`config.mk`:
```
export PLATFORM = sky130hd
export DESIGN_NAME = stall_controller
export DESIGN_NICKNAME = d
export VERILOG_FILES = /design/src/rtl/stall_ctrl_defs.sv /design/src/rtl/stall_channel.sv /design/src/rtl/stall_controller.sv
export SDC_FILE = /design/constraint.sdc
export NUM_CORES = 1
export LEC_CHECK = 0
export ABC_AREA = 1
export CAP_MARGIN = 30
export CORE_UTILIZATION = 61
export DETAILED_ROUTE_END_ITERATION = 12
export MAX_ROUTING_LAYER = met4
export PLACE_DENSITY_LB_ADDON = 0.08
export SYNTH_ARGS = -nofsm -noshare
export SYNTH_HDL_FRONTEND = slang
export SYNTH_SLANG_ARGS = --single-unit
```
`constraint.sdc`:
```
create_clock -name clk -period 2.85 [get_ports clk]
set_input_delay 0.57 -clock clk [delete_from_list [all_inputs] [get_ports clk]]
set_output_delay 0.57 -clock clk [all_outputs]
set_load 0.02 [all_outputs]
```
`src/rtl/stall_ctrl_defs.sv`:
```
// Shared constants for the stall controller: channel state encoding and default timeout sizing.
package stall_ctrl_defs;

    typedef enum logic [1:0] {
        StIdle = 2'd0,
        StReq  = 2'd1,
        StDone = 2'd2
    } ch_state_e;

    localparam int unsigned DefTimeoutW   = 8;
    localparam int unsigned DefTimeoutMax = 255;

endpackage

```
`src/rtl/stall_channel.sv`:
```
// One req/ack handshake channel: holds its phase's stall until ack or timeout.
module stall_channel
    import stall_ctrl_defs::*;
#(
    parameter int unsigned TIMEOUT_W   = DefTimeoutW,
    parameter int unsigned TIMEOUT_MAX = DefTimeoutMax
) (
    input  logic clk,
    input  logic rst,
    input  logic phase,
    input  logic need,
    input  logic ack,
    output logic req,
    output logic stall,
    output logic timeout
);

    ch_state_e            state_q, state_d;
    logic [TIMEOUT_W-1:0] cnt_q, cnt_d;
    logic                 stall_raw;

    always_ff @(posedge clk) begin
        if (rst) begin
            state_q <= StIdle;
            cnt_q   <= '0;
        end else begin
            state_q <= state_d;
            cnt_q   <= cnt_d;
        end
    end

    always_comb begin
        state_d   = state_q;
        cnt_d     = cnt_q;
        timeout   = 1'b0;
        stall_raw = 1'b0;
        unique case (state_q)
            StIdle: begin
                stall_raw = phase & need;
                if (phase) begin
                    if (need) begin
                        state_d = StReq;
                        cnt_d   = '0;
                    end else begin
                        state_d = StDone;
                    end
                end
            end
            StReq: begin
                stall_raw = phase;
                // A phase that vanishes mid-handshake aborts quietly, never as a timeout.
                if (!phase) begin
                    state_d = StIdle;
                end else if (ack) begin
                    state_d = StDone;
                end else if (cnt_q == TIMEOUT_W'(TIMEOUT_MAX)) begin
                    state_d = StDone;
                    timeout = 1'b1;
                end else begin
                    cnt_d = cnt_q + TIMEOUT_W'(1);
                end
            end
            StDone: begin
                if (!phase) begin
                    state_d = StIdle;
                end
            end
            default: state_d = StIdle;
        endcase
    end

    assign req   = (state_q == StReq);
    // Outputs must read 0 while reset is held, even with a phase already high.
    assign stall = stall_raw & ~rst;

endmodule

```
`src/rtl/stall_controller.sv`:
```
// Generates stall_* for the core phase FSM from three handshake channels plus sticky error flags.
module stall_controller
    import stall_ctrl_defs::*;
#(
    parameter int unsigned TIMEOUT_W   = DefTimeoutW,
    parameter int unsigned TIMEOUT_MAX = DefTimeoutMax
) (
    input  logic clk,
    input  logic rst,
    input  logic phase_fetch,
    input  logic phase_decode,
    input  logic phase_execute,
    input  logic phase_memoryaccess,
    input  logic phase_writeback,
    input  logic ex_multicycle,
    input  logic mem_access,
    input  logic imem_ack,
    input  logic ex_done,
    input  logic dmem_ack,
    output logic imem_req,
    output logic ex_start,
    output logic dmem_req,
    output logic stall_fetch,
    output logic stall_decode,
    output logic stall_execute,
    output logic stall_memoryaccess,
    output logic stall_writeback,
    output logic bus_timeout,
    output logic phase_error
);

    logic [2:0] timeout;
    logic [2:0] phase_cnt;
    logic       bus_timeout_q;
    logic       phase_error_q;

    stall_channel #(
        .TIMEOUT_W  (TIMEOUT_W),
        .TIMEOUT_MAX(TIMEOUT_MAX)
    ) u_fetch (
        .clk    (clk),
        .rst    (rst),
        .phase  (phase_fetch),
        .need   (1'b1),
        .ack    (imem_ack),
        .req    (imem_req),
        .stall  (stall_fetch),
        .timeout(timeout[0])
    );

    stall_channel #(
        .TIMEOUT_W  (TIMEOUT_W),
        .TIMEOUT_MAX(TIMEOUT_MAX)
    ) u_execute (
        .clk    (clk),
        .rst    (rst),
        .phase  (phase_execute),
        .need   (ex_multicycle),
        .ack    (ex_done),
        .req    (ex_start),
        .stall  (stall_execute),
        .timeout(timeout[1])
    );

    stall_channel #(
        .TIMEOUT_W  (TIMEOUT_W),
        .TIMEOUT_MAX(TIMEOUT_MAX)
    ) u_memory (
        .clk    (clk),
        .rst    (rst),
        .phase  (phase_memoryaccess),
        .need   (mem_access),
        .ack    (dmem_ack),
        .req    (dmem_req),
        .stall  (stall_memoryaccess),
        .timeout(timeout[2])
    );

    assign phase_cnt = 3'(phase_fetch) + 3'(phase_decode) + 3'(phase_execute)
                     + 3'(phase_memoryaccess) + 3'(phase_writeback);

    always_ff @(posedge clk) begin
        if (rst) begin
            bus_timeout_q <= 1'b0;
            phase_error_q <= 1'b0;
        end else begin
            if (|timeout) begin
                bus_timeout_q <= 1'b1;
            end
            if (phase_cnt > 3'd1) begin
                phase_error_q <= 1'b1;
            end
        end
    end

    assign bus_timeout     = bus_timeout_q;
    assign phase_error     = phase_error_q;
    assign stall_decode    = 1'b0;
    assign stall_writeback = 1'b0;

endmodule

```
# == Yosys cells after proc, flatten, opt, wreduce, memory -nomap -nowiden ==
# Index checks and enable logic that the tools add are counted.
# word_totals
reg_bits,32
input_bits,12
elab_cells,117
# op_classes
n_addsub,7
magnitude_cmp,1
eq_ne,29
muxes,52
bitwise,6
reduce_logical,14
# op_table
cell,n
8-bit two-way mux,14
8-bit one-hot mux with 2 select lines,3
2-bit two-way mux,17
"2-bit != test, second input constant",17
"8-bit by 1-bit adder with 8-bit output, second input constant",3
"8-bit == test, second input constant",3
2-bit one-hot mux with 3 select lines,3
1-bit two-way mux,13
"4-bit by 3-bit != test with 1-bit output, second input constant",3
6-bit AND reduction,2
3-bit AND reduction,3
3-bit by 1-bit adder with 3-bit output,2
"2-bit by 1-bit == test with 1-bit output, second input constant",3
"2-bit == test, second input constant",3
2-bit zero test,3
2-bit nonzero test,3
1-bit AND,5
5-bit AND reduction,1
1-bit one-hot mux with 2 select lines,2
2-bit by 1-bit adder with 3-bit output,1
"3-bit by 1-bit greater-than comparator with 1-bit output, second input constant",1
3-bit OR reduction,1
1-bit by 1-bit adder with 2-bit output,1
2-bit OR reduction,1
1-bit NOT,1

# == Longest topological paths before layout ==
# Gate-level depths: netlist of the first run.
# depth
depth_word,6
depth_mapped,10

# == Cells and area by module ==
# From an unflattened synthesis of the first run, not the netlist that was laid out.
# unflattened
cells_unflattened,306
hier_area_um2,2008.2
# by_module_without_submodules
module,instances,cells_per_inst,area_per_inst_um2,seq_area_each_um2
stall_channel,3,96,624.3,200.2
stall_controller,1,18,135.1,40.0

# == Least setup slack after synthesis of the first run ==
# Ideal clock, no wire load.
# synth_timing
path_kind,input to output
from,input port phase_execute
to,output port stall_execute
arrival_time_ps,1096
t_required_ps,2280
path_slack_ps,1184
stages,4
n_path_buf,0
cell_sequence,inv_1 nor2_4 nand2_4 nor2_1
# synth_between
elab_chain_cells,3
# synth_lines
item,line,rtl
from (decl),stall_controller.sv:12,"input logic phase_execute,"
1-bit AND,stall_channel.sv:39,stall_raw = phase & need;
1-bit one-hot mux with 2 select lines (*),stall_channel.sv:37,unique case (state_q)
1-bit AND (*),stall_channel.sv:74,assign stall = stall_raw & ~rst;
to (decl),stall_controller.sv:25,"output logic stall_execute,"
# Mark *: on every way between the ends. The rest lies on a longest branch, timed or not.

# == Worst setup path after layout of the first run ==
# Ends and elaborated chain as after synthesis.

==> summary.md, run 1 <==
| Metric | Value |
|---|---|
| Synth Register Bits | 32 |
| Setup Fix Bufs, Post-CTS | 0 |
| Full die area | approximately 3600 µm² |
| Port-buffer cells | 19 |
| Cell Pwr Density | around 390 nW/µm² |
| Final Setup Violations | 0 |
| Yosys cell types | 31 |
| Worst Hold Margin | between 0.4 and 0.5 ns |
| Status | finished clean |
| Crit path max-delay family | buffers and inverters |
| DRT Wirelength | 4350 µm |
| Num CTS Buffers | 5 |
| WS Path Type | in -> out |
| Sequential area share after synthesis | 0.313 |
| Boundary pin count | 22 |
| GR Overflow Total | 0 |
| LEAKAGE | around 0.99 nW |
| Yosys Warn Count | 0 |
| Hold Buf Count CTS | 0 |
| Max_cap viols | 0 |
| CTS max path bufs | 2 |
| Area of the multi-input gates | ~1200 µm² |
| Worst path cell trace | clkdlybuf4s50_1 -> inv_1 -> nor2_4 -> nand2_4 -> nor2_1 -> clkdlybuf4s50_1 |
| Drt pass-1 iters | 4 |
| Core Area | ~3100 µm² |
| Buf/Inv on CP | 3 |
| R2R cell count | 8 |
| CTS tree | built |
| Worst r2r src | u_execute.cnt_q[0] |
| GRT Total Usage | 0.271 |
| First-pass GRT wire length | 7110 µm |
| Pin count of the biggest net entering global routing | 11 |
| Number of global-route vias before repair | about 1,800 |
| Setup crit start kind | primary input |
| Post-DR vias/cell | roughly 5.2 |
| Final ANT Viol Nets | 0 |
| Antenna fix cells | 0 |
| Reg2reg setup slack | between 1 and 1.5 ns |
| Initial antenna violation count | 0 |
| Fin Setup TNS | 0 ns |
| Layout cells sized above 1 | 0.112 |
| Die X | approximately 60 µm |
| Hold Vio Cnt, Final | 0 |
| WL per Instance | around 11 µm |
| # resized after CTS | 0 |
| Hold_sp | u_fetch.cnt_q[5] |
| Worst path slowest cell | clkdlybuf4s50_1 |
| Row count | 20 |
| Hold path cells | 2 |
| Final #Nets | about 360 |
| Pre-CTS WS | between 0.15 and 0.2 ns |
| RSZ-0062 raised after global routing | no |
| Register Area | around 640 µm² |
| CTS clk-pin slew, worst paths | ~0.1 ns |
| CP Launch Point | phase_execute |
| FF-to-FF End | u_execute.cnt_q[7] |
| CTS sink cnt | 32 |
| Starting density of the core | 0.654 |
| Fmax | between 300 and 400 MHz |
| Setup WS post-layout | around 0.16 ns |
| H-tree levels | 2 |
| Number of remaining DRC errors | 0 |
| CP max stage delay | between 0.6 and 0.7 ns |
| Worst EP arrival | 2.12 ns |
| Worst-Skew Late Latency | about 0.34 ns |
| Hold Path Class | reg -> reg |
| Max Slew Vio Count | 0 |
| Max IR drop VDD | 359 µV |
| Crit path capture type | output port |
| Minimum clock period after layout | 2.69 ns |
| Synth Instances | ~320 |
| Post-Synthesis Cell Area | about 2000 µm² |
| Fillers | 274 |
| Layout area overhead | 15.9% |
| DIE HEIGHT | 59.9 µm |
| CTS Root Cell | clkbuf_4 |
| Avg Cell Area, Syn | between 6 and 7 µm² |
| Hold EP | u_fetch.cnt_q[5] |
| Final period utilization | 0.943 |
| Detailed placer's ending HPWL | around 3400 µm |
| Worst-path maximum fanout | 4 |
| Clk_skew | 0.0177 ns |
| Initial drt markers | 94 |
| GP Congestion | roughly 0.89 |
| Total number of vias | 2,024 |
| Most numerous cell on the critical path | clkdlybuf4s50_1 |
| Crit path required time | roughly 2.3 ns |
-- tightest hold or removal path: cells and delay by family (launching register included) --
family	cells	cell delay, ns
and+or+nand+nor	1	0.07
AOI/OAI and AO/OA	1	0.05
DFF	1	0.34
-- cell usage after synthesis --
cell type,n,area [µm²]
nand4_4,1,21.3
nor3b_1,1,7.51
xor2_1,3,26.3
nand3_1,34,170
nor3_1,5,25.0
nand2_4,5,56.3
nand3_2,1,10.0
o21ai_1,1,5.00
fa_1,1,20.0
inv_1,40,150
ha_1,4,50.1
o21ai_0,1,5.00
o22ai_1,2,12.5
o211ai_1,1,7.51
nor2_2,5,31.3
nor2_4,4,45.0
nand4_1,2,12.5
a21boi_1,1,7.51
inv_2,1,3.75
nor2_8,1,20.0
nor2_1,61,229
nor3_2,1,10.0
dfxtp_1,32,641
nand2_1,79,297
buf_4,2,15.0
a21oi_4,1,16.3
clkbuf_1,2,7.51
a21oi_1,19,95.1
and2_1,1,6.26
nand2_2,6,37.5
conb_1,1,3.75
-- report_power, final --
group | internal (W) | switching [W]
Combinational | 0.0000659 | 0.000100
Clock | 0.000117 | 0.000156
Sequential | 0.000459 | 0.0000153
Total | 0.000642 | 0.000272
-- cells in the final DEF (no fill, tap or decap) --
| cell | Yosys | final |
|---|---|---|
| nand2_1 | 79 | 79 |
| nor2_1 | 61 | 61 |
| inv_1 | 40 | 40 |
| nand3_1 | 34 | 34 |
| dfxtp_1 | 32 | 32 |
| a21oi_1 | 19 | 19 |
| clkdlybuf4s50_1 | 0 | 19 |
| nand2_2 | 6 | 6 |
| nand2_4 | 5 | 5 |
| nor2_2 | 5 | 5 |
| nor3_1 | 5 | 5 |
| clkbuf_4 | 0 | 5 |
| buf_4 | 2 | 5 |
| nor2_4 | 4 | 4 |
| ha_1 | 4 | 4 |
| xor2_1 | 3 | 3 |
| nand4_1 | 2 | 2 |
| o22ai_1 | 2 | 2 |
| conb_1 | 1 | 2 |
| clkinv_2 | 0 | 2 |
| inv_2 | 1 | 1 |
| o21ai_1 | 1 | 1 |
| nand4_4 | 1 | 1 |
| nor2_8 | 1 | 1 |
| a21oi_4 | 1 | 1 |
| and2_1 | 1 | 1 |
| o21ai_0 | 1 | 1 |
| a21boi_1 | 1 | 1 |
| nor3b_1 | 1 | 1 |
| o211ai_1 | 1 | 1 |
| nand3_2 | 1 | 1 |
| nor3_2 | 1 | 1 |
| fa_1 | 1 | 1 |
| clkbuf_8 | 0 | 1 |
-- sequential cells by signal, summed over array words and instances, names as in the netlist --
signal	flops
u_memory.cnt_q	8
u_fetch.cnt_q	8
phase_error	1
u_execute.state_q	2
u_execute.cnt_q	8
u_memory.state_q	2
bus_timeout	1
u_fetch.state_q	2
-- per-stage QoR --
stage / utilization / std cells / power (W) / instance area (µm²)
detailed placement: 0.738 / 384 / 0.000650 / 2310
floorplan: - / 320 / 0.000590 / 2050
global route: 0.758 / 392 / 0.000960 / 2370
global placement: 0.738 / 384 / 0.000647 / 2310
finish: 0.758 / 392 / 0.000914 / 2370
CTS: 0.758 / 392 / 0.000921 / 2370
-- how the worst max path moves through the flow --
stage,to,slack [ns],depth (start not counted)
6_report,stall_execute,0.16,6
4_1_cts,stall_execute,0.16,6
2_1_floorplan,stall_execute,1.18,4
5_1_grt,stall_execute,0.12,6
3_3_place_gp,stall_execute,0.21,6
3_5_place_dp,stall_execute,0.16,6
-- layer usage --
metal	vias to the layer above	GRT usage	share of wire
met5	-	-	0
met4	0	0.110	0.017
met3	8	0.0498	0.047
met2	55	0.456	0.48
met1	903	0.318	0.46
li1	1058	-	-
-- kinds of logic after synthesis --
kind of cell             count (synthesis)  synth area share
AO/OA/AOI/OAI                           26            0.0728
AND/OR/NAND/NOR                        207             0.479
XOR/XNOR                                 3            0.0129
buffers and inverters                   45            0.0863
other                                    1           0.00183
adder cells (fa/ha/maj)                  5            0.0343
flip-flops                              32             0.313
-- cell type report --
cell class	count	area share
multi-input cells	243	0.520
repair buffers	24	0.0961
clock buffers	6	0.0216
well taps	44	0.0232
clock inverters	2	0.00422
inverters	41	0.0649
flip-flops and latches	32	0.270
Note: power is estimated with default switching activity, not from simulation.
==> run 2, diff against run 1 <==
CORE_MARGIN = 3   (was unset)
CORE_UTILIZATION = 56   (was 61)
clock period = 2.7 ns   (was 2.85 ns; I/O delays follow)
==> run 2 against run 1 <==
Compared with the run above: count of clock-buffer cells in the layout unchanged; critical path depth unchanged; clock skew down 0.011 ns; combinational power up 4%; routed wire length down 6.7%; final area up 0.11%; worst setup slack better by 0.017 ns; non-clock buffer count unchanged; register-to-register slack worse by 0.06 ns; via count down 4.2%; die area up 23%; final cell count up 0.51%; critical path type unchanged.
==> summary.md, run 2 (synthesis gave the netlist of run 1 again) <==
| Metric | Value |
|---|---|
| Status | finished clean |
| H-tree levels | 2 (unchanged) |
| Worst-path maximum fanout | 4 (unchanged) |
| WL per Instance | 10.3 µm (-7.2%) |
| CTS Root Cell | clkbuf_4 |
| Setup crit start kind | primary input |
| Layout area overhead | 16.0% |
| Final Setup Violations | 0 (unchanged) |
| Setup Fix Bufs, Post-CTS | 0 (unchanged) |
| Worst EP arrival | 1.98 ns (-0.14 ns) |
| Boundary pin count | 22 (unchanged) |
| GRT Total Usage | 0.212 (-0.0591) |
| Layout cells sized above 1 | 0.112 (unchanged) |
| DIE HEIGHT | 66.4 µm (+11%) |
| Crit path max-delay family | buffers and inverters |
| Worst path slowest cell | clkdlybuf4s50_1 |
| Reg2reg setup slack | 1.17 ns (-0.06 ns) |
| Number of global-route vias before repair | 1,733 (-1.5%) |
| Most frequent cells in the layout | nand2_1 (79), nor2_1 (61), inv_1 (40) |
| Detailed placer's ending HPWL | 3140 µm (-7.9%) |
| Total number of vias | 1,938 (-4.2%) |
| Most numerous cell on the critical path | clkdlybuf4s50_1 |
| Antenna fix cells | 0 (unchanged) |
| CTS clk-pin slew, worst paths | 0.10 ns (about the same) |
| Placed cells | 386 (+0.52%) |
| Clk_skew | 0.00625 ns (-0.0114 ns) |
| Row count | 21 (+5.0%) |
| DRT Wirelength | 4060 µm (-6.7%) |
| Buf/Inv on CP | 3 (unchanged) |
| Final #Nets | 364 (unchanged) |
| # resized after CTS | 0 (unchanged) |
| Final ANT Viol Nets | 0 (unchanged) |
| Worst-Skew Late Latency | 0.33 ns (about the same) |
| Final period utilization | 0.933 |
| Minimum clock period after layout | approximately 2.5 ns |
| Fmax | roughly 400 MHz |
| CTS tree | built |
| Max Slew Vio Count | 0 (unchanged) |
| GR Overflow Total | 0 (unchanged) |
| Num CTS Buffers | 5 (unchanged) |
| Drt pass-1 iters | 4 (unchanged) |
| First-pass GRT wire length | 7150 µm (+0.58%) |
| Fillers | 300 (+9.5%) |
| Initial antenna violation count | 0 (unchanged) |
| Cell Pwr Density | 405 nW/µm² (+5.0%) |
| Pre-CTS WS | 0.174 ns (+0.0131 ns) |
| Core Util, Final | 0.695 (-0.0631) |
| CTS max path bufs | 2 (unchanged) |
| CTS sink cnt | 32 (unchanged) |
| Core Area | 3420 µm² (+9.2%) |
| LEAKAGE | 0.991 nW (unchanged) |
| Full die area | 4410 µm² (+23%) |
| GP Congestion | 0.877 (-1.8%) |
| Hold Path Class | reg -> reg |
| Fin Setup TNS | 0 ns (unchanged) |
| CP max stage delay | 0.61 ns (about the same) |
| Max_cap viols | 0 (unchanged) |
| Number of remaining DRC errors | 0 (unchanged) |
| Crit path required time | 2.16 ns (-0.12 ns) |
| Port-buffer cells | 19 (unchanged) |
| WS Path Type | in -> out |
| Setup WS post-layout | 0.180 ns (+0.0166 ns) |
| Most common cell after layout, fill and taps aside | nand2_1 |
| Initial drt markers | 109 (+16%) |
| Top flop regs | u_execute.cnt_q x8, u_fetch.cnt_q x8, u_memory.cnt_q x8 |
| Hold Vio Cnt, Final | 0 (unchanged) |
| Max IR drop VDD | 325 µV (-9.5%) |
| Starting density of the core | 0.599 (-0.0551) |
| Die X | 66.4 µm (+11%) |
| Worst path cell trace | clkdlybuf4s50_1 -> inv_1 -> nor2_4 -> nand2_4 -> nor2_1 -> clkdlybuf4s50_1 |
| Worst Hold Margin | 0.481 ns (-0.0120 ns) |
| Crit path capture type | output port |
| Hold Buf Count CTS | 0 (unchanged) |
| Pin count of the biggest net entering global routing | 14 (+3) |
| Post-DR vias/cell | 4.92 (-4.7%) |
| Finished Layout Cells | 394 (+0.51%) |
| RSZ-0062 raised after global routing | no |
[run 2: cell counts in the layout (fill, tap and decap cells not counted)]
Identical to the previous run, type by type.
[run 2: layout make-up]
cell class              instances  area (µm²)  share of cell area
clock buffers                   6        51.3              0.0216
repair buffers                 24         228              0.0960
well taps                      46        57.6              0.0243
inverters                      41         154              0.0649
clock inverters                 2        10.0             0.00422
multi-input cells             243        1230               0.519
flip-flops and latches         32         641               0.270
[run 2: report_power, final]
group	internal (W)	switching (W)	total (W)	leakage (nW)
clock network	0.000124	0.000164	0.000288	0.0380
logic	0.0000694	0.000103	0.000172	0.694
registers	0.000484	0.0000157	0.000500	0.259
total	0.000678	0.000283	0.000961	0.991
[run 2: stage by stage]
| step | cell area (µm²) | total power, W |
|---|---|---|
| finish | 2370 | 0.000961 |
| global route | 2370 | 0.00102 |
| CTS | 2370 | 0.000975 |
| detailed placement | 2310 | 0.000684 |
| global placement | 2310 | 0.000682 |
| floorplan | 2050 | 0.000623 |
[run 2: path summary, 6_finish.rpt]
path,start,end,cells past startpoint
max reg2reg,u_execute.cnt_q[0],u_execute.cnt_q[6],8
min,bus_timeout,bus_timeout,2
min reg2reg,bus_timeout,bus_timeout,2
max,phase_execute,stall_execute,6
[run 2: worst min-delay path, stage by stage, from the launching register on]
cell and delay [ns]:
dfxtp_1 0.34, nor3_1 0.05, nor2_1 0.06
[run 2: layer usage]
| metal | global-route usage | vias up | part of all wire |
|---|---|---|---|
| li1 | - | 1056 | - |
| met1 | 0.255 | 841 | 0.48 |
| met2 | 0.346 | 31 | 0.47 |
| met3 | 0.0374 | 10 | 0.030 |
| met4 | 0.0964 | 0 | 0.020 |
| met5 | - | - | 0 |
